[src/rtl/instr_mem_loader.sv]
// Boot loader front end: assembles a little-endian byte stream into words,
// writes them to instruction memory and holds the CPU in reset until done.
module instr_mem_loader #(
  parameter int unsigned DATA_WIDTH     = 32,
  parameter int unsigned ADDR_WIDTH     = 8,
  parameter int unsigned MEM_DEPTH      = 256,
  parameter int unsigned TIMEOUT_CYCLES = 1024
) (
  input  logic                  clk,
  input  logic                  reset,
  input  logic                  load_start,
  input  logic [ADDR_WIDTH:0]   load_len,
  input  logic [7:0]            byte_in,
  input  logic                  byte_valid,
  output logic                  byte_ready,
  output logic                  mem_write_enable,
  output logic [ADDR_WIDTH-1:0] mem_address,
  output logic [DATA_WIDTH-1:0] mem_write_data,
  output logic                  cpu_reset,
  output logic                  busy,
  output logic                  done,
  output logic                  error
);

  localparam int unsigned BYTES = DATA_WIDTH / 8;
  localparam int unsigned BCW   = (BYTES > 1) ? $clog2(BYTES) : 1;
  localparam int unsigned TW    = $clog2(TIMEOUT_CYCLES + 1);
  localparam int unsigned LW    = ADDR_WIDTH + 1;

  typedef enum logic [2:0] {
    S_IDLE, S_RECV, S_WRITE, S_DONE, S_ERROR
  } state_t;

  state_t                state_q, state_d;
  logic [LW-1:0]         len_q, len_d;
  logic [LW-1:0]         widx_q, widx_d;
  logic [BCW-1:0]        bcnt_q, bcnt_d;
  logic [TW-1:0]         tcnt_q, tcnt_d;
  logic [DATA_WIDTH-1:0] asm_q, asm_d;
  logic                  hs;

  // byte_ready is high exactly in RECV, so it doubles as the accept qualifier
  assign hs = byte_valid & byte_ready;

  // State register
  always_ff @(posedge clk or negedge reset) begin
    if (!reset) state_q <= S_IDLE;
    else        state_q <= state_d;
  end

  // Next-state and datapath update
  always_comb begin
    state_d = state_q;
    len_d   = len_q;
    widx_d  = widx_q;
    bcnt_d  = bcnt_q;
    tcnt_d  = tcnt_q;
    asm_d   = asm_q;
    case (state_q)
      S_IDLE, S_DONE, S_ERROR: begin
        if (load_start) begin
          if ((load_len != '0) && (load_len <= LW'(MEM_DEPTH))) begin
            state_d = S_RECV;
            len_d   = load_len;
            widx_d  = '0;
            bcnt_d  = '0;
            tcnt_d  = '0;
            asm_d   = '0;
          end else begin
            state_d = S_ERROR;
          end
        end
      end
      S_RECV: begin
        if (hs) begin
          asm_d[8*int'(bcnt_q) +: 8] = byte_in;
          tcnt_d = '0;
          if (bcnt_q == BCW'(BYTES - 1)) begin
            bcnt_d  = '0;
            state_d = S_WRITE;
          end else begin
            bcnt_d = bcnt_q + BCW'(1);
          end
        end else if (tcnt_q == TW'(TIMEOUT_CYCLES - 1)) begin
          state_d = S_ERROR;
        end else begin
          tcnt_d = tcnt_q + TW'(1);
        end
      end
      S_WRITE: begin
        widx_d  = widx_q + LW'(1);
        bcnt_d  = '0;
        tcnt_d  = '0;
        state_d = ((widx_q + LW'(1)) == len_q) ? S_DONE : S_RECV;
      end
      default: state_d = S_IDLE;
    endcase
  end

  // Datapath registers
  always_ff @(posedge clk or negedge reset) begin
    if (!reset) begin
      len_q  <= '0;
      widx_q <= '0;
      bcnt_q <= '0;
      tcnt_q <= '0;
      asm_q  <= '0;
    end else begin
      len_q  <= len_d;
      widx_q <= widx_d;
      bcnt_q <= bcnt_d;
      tcnt_q <= tcnt_d;
      asm_q  <= asm_d;
    end
  end

  // Registered outputs decoded from the upcoming state
  always_ff @(posedge clk or negedge reset) begin
    if (!reset) begin
      byte_ready       <= 1'b0;
      mem_write_enable <= 1'b0;
      mem_address      <= '0;
      mem_write_data   <= '0;
      cpu_reset        <= 1'b1;
      busy             <= 1'b0;
      done             <= 1'b0;
      error            <= 1'b0;
    end else begin
      byte_ready       <= (state_d == S_RECV);
      mem_write_enable <= (state_d == S_WRITE);
      cpu_reset        <= (state_d != S_DONE);
      busy             <= (state_d == S_RECV) || (state_d == S_WRITE);
      done             <= (state_d == S_DONE);
      error            <= (state_d == S_ERROR);
      if (state_d == S_WRITE) begin
        mem_address    <= widx_q[ADDR_WIDTH-1:0];
        mem_write_data <= asm_d;
      end
    end
  end

endmodule

[config.mk]
export PLATFORM = sky130hd
export DESIGN_NAME = instr_mem_loader
export DESIGN_NICKNAME = d
export VERILOG_FILES = /design/src/rtl/instr_mem_loader.sv
export SDC_FILE = /design/constraint.sdc
export NUM_CORES = 1
export LEC_CHECK = 0
export BUFFER_PORTS_ARGS = -buffer_cell sky130_fd_sc_hd__buf_4
export CAP_MARGIN = 20
export CORE_UTILIZATION = 50
export DETAILED_ROUTE_END_ITERATION = 12
export PLACE_DENSITY = 0.7
export SYNTH_ARGS = -nofsm -noshare
export SYNTH_HDL_FRONTEND = slang
export SYNTH_SLANG_ARGS = --single-unit
[constraint.sdc]
create_clock -name clk -period 2.35 [get_ports clk]
set_input_delay 0.3525 -clock clk [delete_from_list [all_inputs] [get_ports clk]]
set_output_delay 0.3525 -clock clk [all_outputs]
set_load 0.02 [all_outputs]
==> out/results.txt, run 1 <==
outcome = complete, no violations
Die Y = 104.8 microns
pre-CTS WS = 0.1274 ns
Worst Clk Skew = 0.01718 ns
multiplexer share of the synthesized area = 0.04282
total CTS buffers = 9
Post-Route WL = 10860 microns
Synth Area in Compound Gates = 0.1942
post-route setup slack = 0.2402 ns
Placer Congestion = 0.8421
worst-path maximum fanout = 7
CTS clk-pin slew, worst paths = 0.10 ns
Power Density = 787.3 nW/um^2
clock buffer depth = 2
Switching Fraction = 0.3288
Post-synth ARST share = 1.000
Max Cap Violations = 0
clk_lat worst skew = 0.38 ns
Worst-Margin Slew = 0.4556 ns
Synth top area share = 0.5252
WHS Path Cells = 2
Seq/Total Area, Yosys = 0.5302
Seq pwr share = 0.490
fin. max-slew vios = 0
Final HPWL DP = 7737 microns
syn nets = 541
RSZ-0062 raised after global routing = no
synth warn = 0
Synth Area in Adders = 0.01893
Die ar. = 10990 sq um
dominant cell type by area after synthesis = dfrtp_1
crit end category = flop
grt total ovfl = 0
largest net degree at the start of global routing = 47
Area growth syn-to-layout = 16.25%
H-tree lvl count = 3
DRC Markers = 0
Core ar. = 10280 sq um
vias per std cell = 5.578
mean area per synthesized cell = 10.33 sq um
Layout Nets = 603
Static Leak = 2.889 nW
CTS tree = yes
count of input and output buffers = 66
combinational share of power = 0.260
post-synthesis simple-gate area fraction = 0.1621
# rows = 37
slew margin rel. = 0.6962
layout cell share with drive strength beyond 1 = 0.2297
Max stage delay on crit path = 0.46 ns
routed via count = 3988
crit path max-delay cell type = dfrtp_1
final worst path period share = 0.8978
first-pass GRT wire length = 18370 microns
worst vdd ir = 0.0005340 V
Worst EP arrival = 2.36 ns
postcts setup bufs = 0
Crit Path Class = flop to flop
ranking of synthesized cells by area = dfrtp_1 (53%), o21ai_0 (5.8%), a22o_1 (5.6%)
Clk pwr share = 0.250
R2R depth = 7
1st-iter DRT viols = 168
Sum Neg Setup Slack = 0 ns
CTS Root Cell = clkbuf_8
Total Routing Usage GR = 0.2091
post-synthesis xor/xnor area fraction = 0.01325
WL/cell = 15.18 microns
final setup fails = 0
Netlist Area Pre-Place = 5289 sq um
final hold vios = 0
DR pass1 iterations = 4
critical path startpoint category = flop
largest family of logic cells by synthesized area = compound AO/OA/AOI/OAI gates
number of synthesized flops with an enable pin = 0
Net Switching = 1.592 mW
vias in the first global route = 3724
Hold Crit Class = input pin to flop
Die Wd = 104.8 microns
clock sinks = 112
Starting Density = 0.5146
antenna violations before repair = 0
Pint = 3.249 mW
Max Clk Rate = 474.0 MHz
post-route ant nets = 0
ant diodes = 0
cell chain of the critical path = ha_2 -> and3_1 -> and3_2 -> xnor2_1 -> a2111oi_0 -> and4b_2 -> nor2_1
count of cell types in the netlist = 57
Min Clock Period, post-route = 2.110 ns
Post-Synthesis Cells = 512
Hold Slack = 0.2107 ns
IO Count = 67
Main synth FF type = dfrtp_1
WP data required = 2.60 ns
synthesized flop and latch total = 112
==> kinds of logic after synthesis <==
kind of cell | count (synthesis)
buffers and inverters | 41
adder cells (fa/ha/maj) | 8
multiplexers | 19
AO/OA/AOI/OAI | 164
AND/OR/NAND/NOR | 160
flip-flops | 112
XOR/XNOR | 8
==> Yosys cell counts (all sizes together), types with 5 or more instances <==
master  count
nor3        8
ha          8
nand3      10
a22o       34
buf        27
nand4       5
xnor2       6
o21ai      61
nor2b      32
dfrtp     111
a21oi      46
and3        5
nand2      56
mux2       17
inv         8
clkbuf      6
nor2       21
==> sequential cells by signal, indices dropped and copies added, names as in the netlist <==
name,cells
byte_ready,1
cpu_reset,1
mem_write_data,32
asm_q,32
mem_write_enable,1
widx_q,9
busy,1
bcnt_q,2
state_q,3
tcnt_q,11
error,1
done,1
len_q,9
mem_address,8
==> layout by cell type, fill, tap and decap left out, types with 3 or more instances in the layout <==
cell / n
a21oi_1: 44
a22o_1: 34
a31oi_1: 4
and3_1: 4
buf_4: 82
clkbuf_8: 10
dfrtp_1: 111
ha_1: 7
inv_1: 8
inv_6: 3
mux2_2: 13
mux2_4: 4
nand2_1: 55
nand3_1: 10
nand3b_1: 4
nand4_1: 5
nor2_1: 19
nor2b_1: 32
nor3_1: 6
o21ai_0: 61
xnor2_1: 6
==> through the flow <==
stage	util	instance area [sq um]	total power, mW	instances
final	0.5982	6148	4.841	715
after CTS	0.5979	6145	4.867	715
after floorplan	-	5289	3.254	512
after global routing	0.5982	6148	5.126	715
after global placement	0.5763	5923	3.630	698
after detailed placement	0.5763	5923	3.666	698
==> final cells by class <==
type | instances | area, sq um
sequential | 112 | 2804
clock buffer | 10 | 137.6
fill | 902 | 4129
timing repair buffer | 84 | 645.6
inverter | 8 | 30.03
clock inverter | 6 | 73.82
tap | 136 | 170.2
multi-input combinational | 359 | 2287
==> path summary, 6_finish.rpt <==
| path | startpoint | endpoint | slack (ns) |
|---|---|---|---|
| setup / recovery | widx_q[0] | busy | 0.24 |
| hold / removal | load_start | state_q[0] | 0.21 |
| setup reg to reg | widx_q[0] | busy | 0.24 |
| hold reg to reg | mem_write_data[24] | mem_write_data[24] | 0.49 |
| max in group asynchronous | reset | cpu_reset | 1.19 |
| min in group asynchronous | reset | mem_write_data[22] | 0.45 |
==> metal layers <==
metal / GRT usage / wire length [microns] / vias to the layer above
met5: 0 / 0 / -
met4: 0.06338 / 153 / 0
met3: 0.03244 / 480 / 14
met2: 0.3292 / 4982 / 103
met1: 0.2993 / 5239 / 1923
li1: - / - / 1948
==> power by group through the flow <==
stage | combinational (mW) | sequential (mW) | clock [mW]
6_report | 1.26 | 2.37 | 1.21
5_1_grt | 1.39 | 2.41 | 1.33
4_1_cts | 1.26 | 2.37 | 1.23
3_5_place_dp | 1.25 | 2.41 | 0
3_3_place_gp | 1.23 | 2.40 | 0
2_1_floorplan | 0.844 | 2.41 | 0
==> critical path, delay by kind of cell (launching register included) <==
kind | cells | cell delay (ns)
simple gates | 4 | 0.82
flops | 1 | 0.46
fa+ha+maj | 1 | 0.26
xor+xnor | 1 | 0.12
compound gates | 1 | 0.33
==> repair_timing <==
| item | 4_1_cts | 5_1_grt |
|---|---|---|
| hold buffers | 1 | 0 |
| endpoints found under the hold margin | 31 | 0 |
| setup endpoints to repair | 0 | 5 |
| gates resized for setup | 0 | 2 |
No activity file was read; power rests on OpenSTA's default activity.
==> run 2: changes to the inputs <==
--- a/config.mk
+++ b/config.mk
@@ -7,9 +7,11 @@
 export LEC_CHECK = 0
 export BUFFER_PORTS_ARGS = -buffer_cell sky130_fd_sc_hd__buf_4
 export CAP_MARGIN = 20
+export CORE_ASPECT_RATIO = 0.75
 export CORE_UTILIZATION = 50
 export DETAILED_ROUTE_END_ITERATION = 12
 export PLACE_DENSITY = 0.7
+export RECOVER_POWER = 50
 export SYNTH_ARGS = -nofsm -noshare
 export SYNTH_HDL_FRONTEND = slang
 export SYNTH_SLANG_ARGS = --single-unit
==> out/results.txt, run 2 (synthesized netlist as in run 1, its figures left out) <==
IO Count = 67 (unchanged)
Power Density = 837.7 nW/um^2 (was 787.3 nW/um^2)
WP data required = 2.57 ns (was 2.60 ns)
Total Routing Usage GR = 0.2276 (was 0.2091)
first-pass GRT wire length = 19510 microns (was 18370 microns)
Starting Density = 0.5140 (was 0.5146)
Critical Path End = busy (unchanged)
final setup fails = 0 (unchanged)
slack of the worst reg-to-reg path = 0.15 ns (was 0.24 ns)
largest registers = asm_q (32), mem_write_data (32), tcnt_q (11) (unchanged)
Worst-Margin Slew = 0.8876 ns (was 0.4556 ns)
vias per std cell = 5.747 (was 5.578)
CTS clk-pin slew, worst paths = 0.07 ns (was 0.10 ns)
critical path startpoint category = flop (unchanged)
critical path depth = 7 (unchanged)
grt total ovfl = 0 (unchanged)
cell chain of the critical path = ha_2 -> and3_1 -> and3_2 -> xnor2_1 -> a2111oi_2 -> and4b_2 -> nor2_1 (was ha_2 -> and3_1 -> and3_2 -> xnor2_1 -> a2111oi_0 -> and4b_2 -> nor2_1)
Worst EP arrival = 2.42 ns (was 2.36 ns)
ant diodes = 0 (unchanged)
worst setup path startpoint = widx_q[0] (unchanged)
Critical R2R Launch = widx_q[0] (unchanged)
Die ar. = 11000 sq um (was 10990 sq um)
Static Leak = 2.695 nW (was 2.889 nW)
layout cell share with drive strength beyond 1 = 0.1458 (was 0.2297)
vias in the first global route = 3861 (was 3724)
Min Clock Period, post-route = 2.196 ns (was 2.110 ns)
crit path max-delay cell type = dfrtp_1 (unchanged)
outcome = complete, no violations (unchanged)
DRC Markers = 0 (unchanged)
Core ar. = 10290 sq um (was 10280 sq um)
count of input and output buffers = 66 (unchanged)
Sum Neg Setup Slack = 0 ns (unchanged)
DR pass1 iterations = 6 (was 4)
commonest non-fill, non-tap cell in the layout = dfrtp_1 (unchanged)
clock sinks = 112 (unchanged)
Max Clk Rate = 455.3 MHz (was 474.0 MHz)
# rows = 32 (was 37)
Die Y = 91.07 microns (was 104.8 microns)
clk_lat worst skew = 0.35 ns (was 0.38 ns)
RSZ-0062 raised after global routing = no (unchanged)
final worst path period share = 0.9346 (was 0.8978)
CTS Root Cell = clkbuf_16 (was clkbuf_8)
Hold Slack = 0.2377 ns (was 0.2107 ns)
final hold vios = 0 (unchanged)
antenna violations before repair = 0 (unchanged)
fin. max-slew vios = 0 (unchanged)
CTS tree = yes (unchanged)
worst vdd ir = 0.0005203 V (was 0.0005340 V)
Crit Path Class = flop to flop (unchanged)
slew margin rel. = 0.4083 (was 0.6962)
Hold Crit Class = input pin to flop (unchanged)
R2R depth = 7 (unchanged)
reg-to-reg endpoint = busy (unchanged)
Layout Nets = 600 (was 603)
most frequent cells in the layout = dfrtp_1 (111), o21ai_0 (61), nand2_1 (55) (was dfrtp_1 (111), buf_4 (82), o21ai_0 (61))
Area growth syn-to-layout = 13.56% (was 16.25%)
Placer Congestion = 0.8405 (was 0.8421)
worst-path maximum fanout = 7 (unchanged)
Largest delay share family, worst path = simple AND/OR/NAND/NOR gates (unchanged)
Layout Utilization = 0.5837 (was 0.5982)
postcts setup bufs = 0 (unchanged)
routed via count = 4092 (was 3988)
largest net degree at the start of global routing = 50 (was 47)
Max stage delay on crit path = 0.46 ns (about the same)
1st-iter DRT viols = 328 (was 168)
H-tree lvl count = 3 (unchanged)
Die Wd = 120.8 microns (was 104.8 microns)
clock buffer depth = 2 (unchanged)
Worst Clk Skew = 0.009629 ns (was 0.01718 ns)
post-route ant nets = 0 (unchanged)
Critical path buffers and inverters = 0 (unchanged)
Post-Route WL = 11720 microns (was 10860 microns)
crit end category = flop (unchanged)
total CTS buffers = 9 (unchanged)
WHS Path Cells = 2 (unchanged)
Final HPWL DP = 7992 microns (was 7737 microns)
Fill cells = 939 (was 902)
WL/cell = 16.47 microns (was 15.18 microns)
Max Cap Violations = 0 (unchanged)
==> run 2: cell count changes in the layout (fill, tap and decap cells not counted), sizes merged <==
cell and change:
buf -52, clkbuf +50, clkinvlp +3, inv -3, bufinv -1
==> run 2: repair_timing <==
item,CTS,global route
endpoints found under the setup margin,3,5
hold endpoints to repair,33,0
gates resized for setup,1,3
hold buffers,1,0
pin swaps,0,1
==> run 2: layout make-up <==
type / instances / area [sq um] / area share
Clock inverter: 5 / 32.53 / 0.005417
Sequential cell: 112 / 2804 / 0.4669
Tap cell: 136 / 170.2 / 0.02833
Inverter: 8 / 30.03 / 0.005000
Clock buffer: 11 / 242.7 / 0.04042
Timing Repair Buffer: 81 / 432.9 / 0.07208
Multi-Input combinational cell: 359 / 2293 / 0.3819
==> run 2: worst min path at each step <==
stage | startpoint | to | slack, ns
after floorplan | reset | asm_q[0] | 0.06
after global placement | reset | mem_write_data[8] | 0.34
after detailed placement | reset | mem_write_data[12] | 0.35
after CTS | load_len[4] | len_q[4] | 0.23
after global routing | load_len[1] | len_q[1] | 0.23
final | load_start | state_q[0] | 0.24
==> run 2: per-layer routing <==
| layer | vias up | track usage | wire (microns) |
|---|---|---|---|
| met5 | - | 0 | 0 |
| met4 | 0 | 0.08025 | 182 |
| met3 | 16 | 0.05088 | 626 |
| met2 | 115 | 0.3266 | 5248 |
| met1 | 2015 | 0.3376 | 5666 |
| li1 | 1946 | - | - |
==> run 2: per-stage QoR <==
stage	power, mW	worst slack, ns	cell area (sq um)	std cells
floorplan	3.254	0.3737	5289	512
global placement	3.627	0.1462	5901	695
detailed placement	3.664	0.03442	5901	695
CTS	5.099	0.02132	6187	712
global route	5.307	0.01955	6006	712
finish	5.031	0.1537	6006	712
==> run 2: worst reg2reg max path, cell delays in order, from the launching register on <==
cell,delay (ns)
dfrtp_1,0.46
ha_2,0.27
and3_1,0.18
and3_2,0.24
xnor2_1,0.14
a2111oi_2,0.35
and4b_2,0.35
nor2_1,0.07
==> run 2: where the power goes <==
part,total [mW],internal [mW],switching (mW),leakage [nW]
sequential,2.38,2.16,0.224,1.53
clock,1.42,0.745,0.679,0.128
combinational,1.23,0.504,0.722,1.04
==> run 3: changes to the inputs <==
--- a/config.mk
+++ b/config.mk
@@ -8,7 +8,9 @@
 export BUFFER_PORTS_ARGS = -buffer_cell sky130_fd_sc_hd__buf_4
 export CAP_MARGIN = 20
 export CORE_ASPECT_RATIO = 0.75
+export CORE_MARGIN = 8
 export CORE_UTILIZATION = 50
+export CTS_CLUSTER_DIAMETER = 40
 export DETAILED_ROUTE_END_ITERATION = 12
 export PLACE_DENSITY = 0.7
 export RECOVER_POWER = 50
==> out/results.txt, run 3 (synthesized netlist as in run 1, its figures left out) <==
outcome = complete, no violations (unchanged)
crit path max-delay cell type = dfrtp_1 (unchanged)
post-route setup slack = 0.1650 ns (was 0.1537 ns)
Placer Congestion = 0.7961 (was 0.8405)
routed via count = 4001 (was 4092)
layout cell share with drive strength beyond 1 = 0.1840 (was 0.1458)
Layout Nets = 600 (unchanged)
met2 usage = 0.2531 (was 0.3266)
pre-CTS WS = 0.08576 ns (was 0.03442 ns)
CTS Root Cell = clkbuf_16 (unchanged)
Crit Path Class = flop to flop (unchanged)
clk_lat worst skew = 0.35 ns (about the same)
grt met1 use = 0.2382 (was 0.3376)
Largest delay share family, worst path = simple AND/OR/NAND/NOR gates (unchanged)
commonest non-fill, non-tap cell in the layout = dfrtp_1 (unchanged)
GR Layer Usage met3 = 0.03732 (was 0.05088)
Core ar. = 10290 sq um (unchanged)
Min Clock Period, post-route = 2.185 ns (was 2.196 ns)
Die ar. = 14160 sq um (was 11000 sq um)
post-route ant nets = 0 (unchanged)
Die Y = 105.1 microns (was 91.07 microns)
critical path depth = 7 (unchanged)
slew margin rel. = 0.3339 (was 0.4083)
Seq pwr share = 0.438 (was 0.473)
grt total ovfl = 0 (unchanged)
Post-Route WL = 11940 microns (was 11720 microns)
Net Switching = 1.624 mW (was 1.625 mW)
critical path startpoint category = flop (unchanged)
CTS tree = yes (unchanged)
Clk pwr share = 0.331 (was 0.283)
GR peak layer = met2 (was met1)
WL/cell = 16.77 microns (was 16.47 microns)
WHS Path Cells = 2 (unchanged)
Max Cap Violations = 0 (unchanged)
clock sinks = 112 (unchanged)
Worst EP arrival = 2.48 ns (was 2.42 ns)
WP data required = 2.64 ns (was 2.57 ns)
total CTS buffers = 9 (unchanged)
first-pass GRT wire length = 19530 microns (was 19510 microns)
design area = 6166 sq um (was 6006 sq um)
vias in the first global route = 3863 (was 3861)
total chip power = 5.402 mW (was 5.031 mW)
clock buffer depth = 2 (unchanged)
IO Count = 67 (unchanged)
Max Clk Rate = 457.7 MHz (was 455.3 MHz)
Worst-Margin Slew = 0.9991 ns (was 0.8876 ns)
H-tree lvl count = 3 (unchanged)
ant diodes = 0 (unchanged)
most frequent cells in the layout = dfrtp_1 (111), o21ai_0 (61), nand2_1 (55) (unchanged)
worst-path maximum fanout = 7 (unchanged)
DRC Markers = 0 (unchanged)
Critical path buffers and inverters = 0 (unchanged)
final worst path period share = 0.9298 (was 0.9346)
Power Density = 876.1 nW/um^2 (was 837.7 nW/um^2)
count of input and output buffers = 66 (unchanged)
Static Leak = 2.833 nW (was 2.695 nW)
Layout Utilization = 0.5992 (was 0.5837)
CTS clk-pin slew, worst paths = 0.07 ns (about the same)
Hold Crit Class = input pin to flop (unchanged)
vias per std cell = 5.619 (was 5.747)
final hold vios = 0 (unchanged)
placed instance area = 5901 sq um (unchanged)
Worst Clk Skew = 0.008380 ns (was 0.009629 ns)
Final HPWL DP = 8381 microns (was 7992 microns)
Pint = 3.779 mW (was 3.406 mW)
fin. max-slew vios = 0 (unchanged)
Sum Neg Setup Slack = 0 ns (unchanged)
final setup fails = 0 (unchanged)
R2R depth = 7 (unchanged)
Starting Density = 0.5140 (unchanged)
combinational share of power = 0.231 (was 0.244)
Total Routing Usage GR = 0.1698 (was 0.2276)
# rows = 32 (unchanged)
Area growth syn-to-layout = 16.58% (was 13.56%)
RSZ-0062 raised after global routing = no (unchanged)
1st-iter DRT viols = 298 (was 328)
largest net degree at the start of global routing = 77 (was 50)
DR pass1 iterations = 5 (was 6)
Max stage delay on crit path = 0.46 ns (about the same)
Die Wd = 134.8 microns (was 120.8 microns)
cell chain of the critical path = ha_2 -> and3_1 -> and3_2 -> xnor2_1 -> a2111oi_1 -> and4b_2 -> or3_1 (was ha_2 -> and3_1 -> and3_2 -> xnor2_1 -> a2111oi_2 -> and4b_2 -> nor2_1)
crit end category = flop (unchanged)
Switching Fraction = 0.3006 (was 0.3230)
largest registers = asm_q (32), mem_write_data (32), tcnt_q (11) (unchanged)
worst vdd ir = 0.0004250 V (was 0.0005203 V)
antenna violations before repair = 0 (unchanged)
==> run 3: cell types whose count changed in the layout (fill, tap and decap cells not counted), moves of 2 or more <==
cell / change
buf_4: +23
clkbuf_1: -23
bufinv_16: +3
clkinvlp_4: -2
==> run 3: per-stage QoR <==
stage          instances  hold slack [ns]
2_1_floorplan        512          0.05691
3_3_place_gp         695           0.1527
3_5_place_dp         695           0.1534
4_1_cts              712           0.2338
5_1_grt              712           0.2323
6_report             712           0.2446
==> run 3: path summary, 6_finish.rpt <==
kind / startpoint / to / slack (ns)
worst min register to register: mem_write_data[9] / mem_write_data[9] / 0.48
min in group asynchronous: reset / mem_write_data[30] / 0.32
worst min-delay path: load_len[5] / len_q[5] / 0.24
worst max-delay path: widx_q[0] / state_q[1] / 0.16
max in group asynchronous: reset / mem_write_data[0] / 0.80
worst max register to register: widx_q[0] / state_q[1] / 0.16
==> run 3: power groups by stage <==
stage | logic [mW] | clock network (mW) | registers (mW)
floorplan | 0.844 | 0 | 2.41
global placement | 1.22 | 0 | 2.40
detailed placement | 1.26 | 0 | 2.41
CTS | 1.27 | 1.81 | 2.37
global route | 1.36 | 1.89 | 2.40
finish | 1.25 | 1.79 | 2.37
==> run 3: worst register-to-register path: stages (launching register included) <==
cell       delay [ns]
dfrtp_1          0.46
ha_2             0.26
and3_1           0.18
and3_2           0.24
xnor2_1          0.13
a2111oi_1        0.37
and4b_2          0.37
or3_1            0.14
==> run 3: what timing repair did <==
item,CTS,global route
setup buffers,0,0
endpoints found under the setup margin,0,5
hold buffers,1,0
gates resized for setup,0,3
hold endpoints to repair,1,0
==> run 3: final cells by class <==
type	instances	area (sq um)
multi-input cells	359	2288
clock buffers	11	252.7
repair buffers	81	518.0
fillers	884	4124
well taps	136	170.2
inverters	8	30.03
flip-flops and latches	112	2804
clock inverters	5	102.6
==> run 3: layer usage <==
layer	part of all wire	up-vias
li1	-	1940
met2	0.45	91
met4	0.0094	0
met5	0	-
met1	0.48	1960
met3	0.055	10
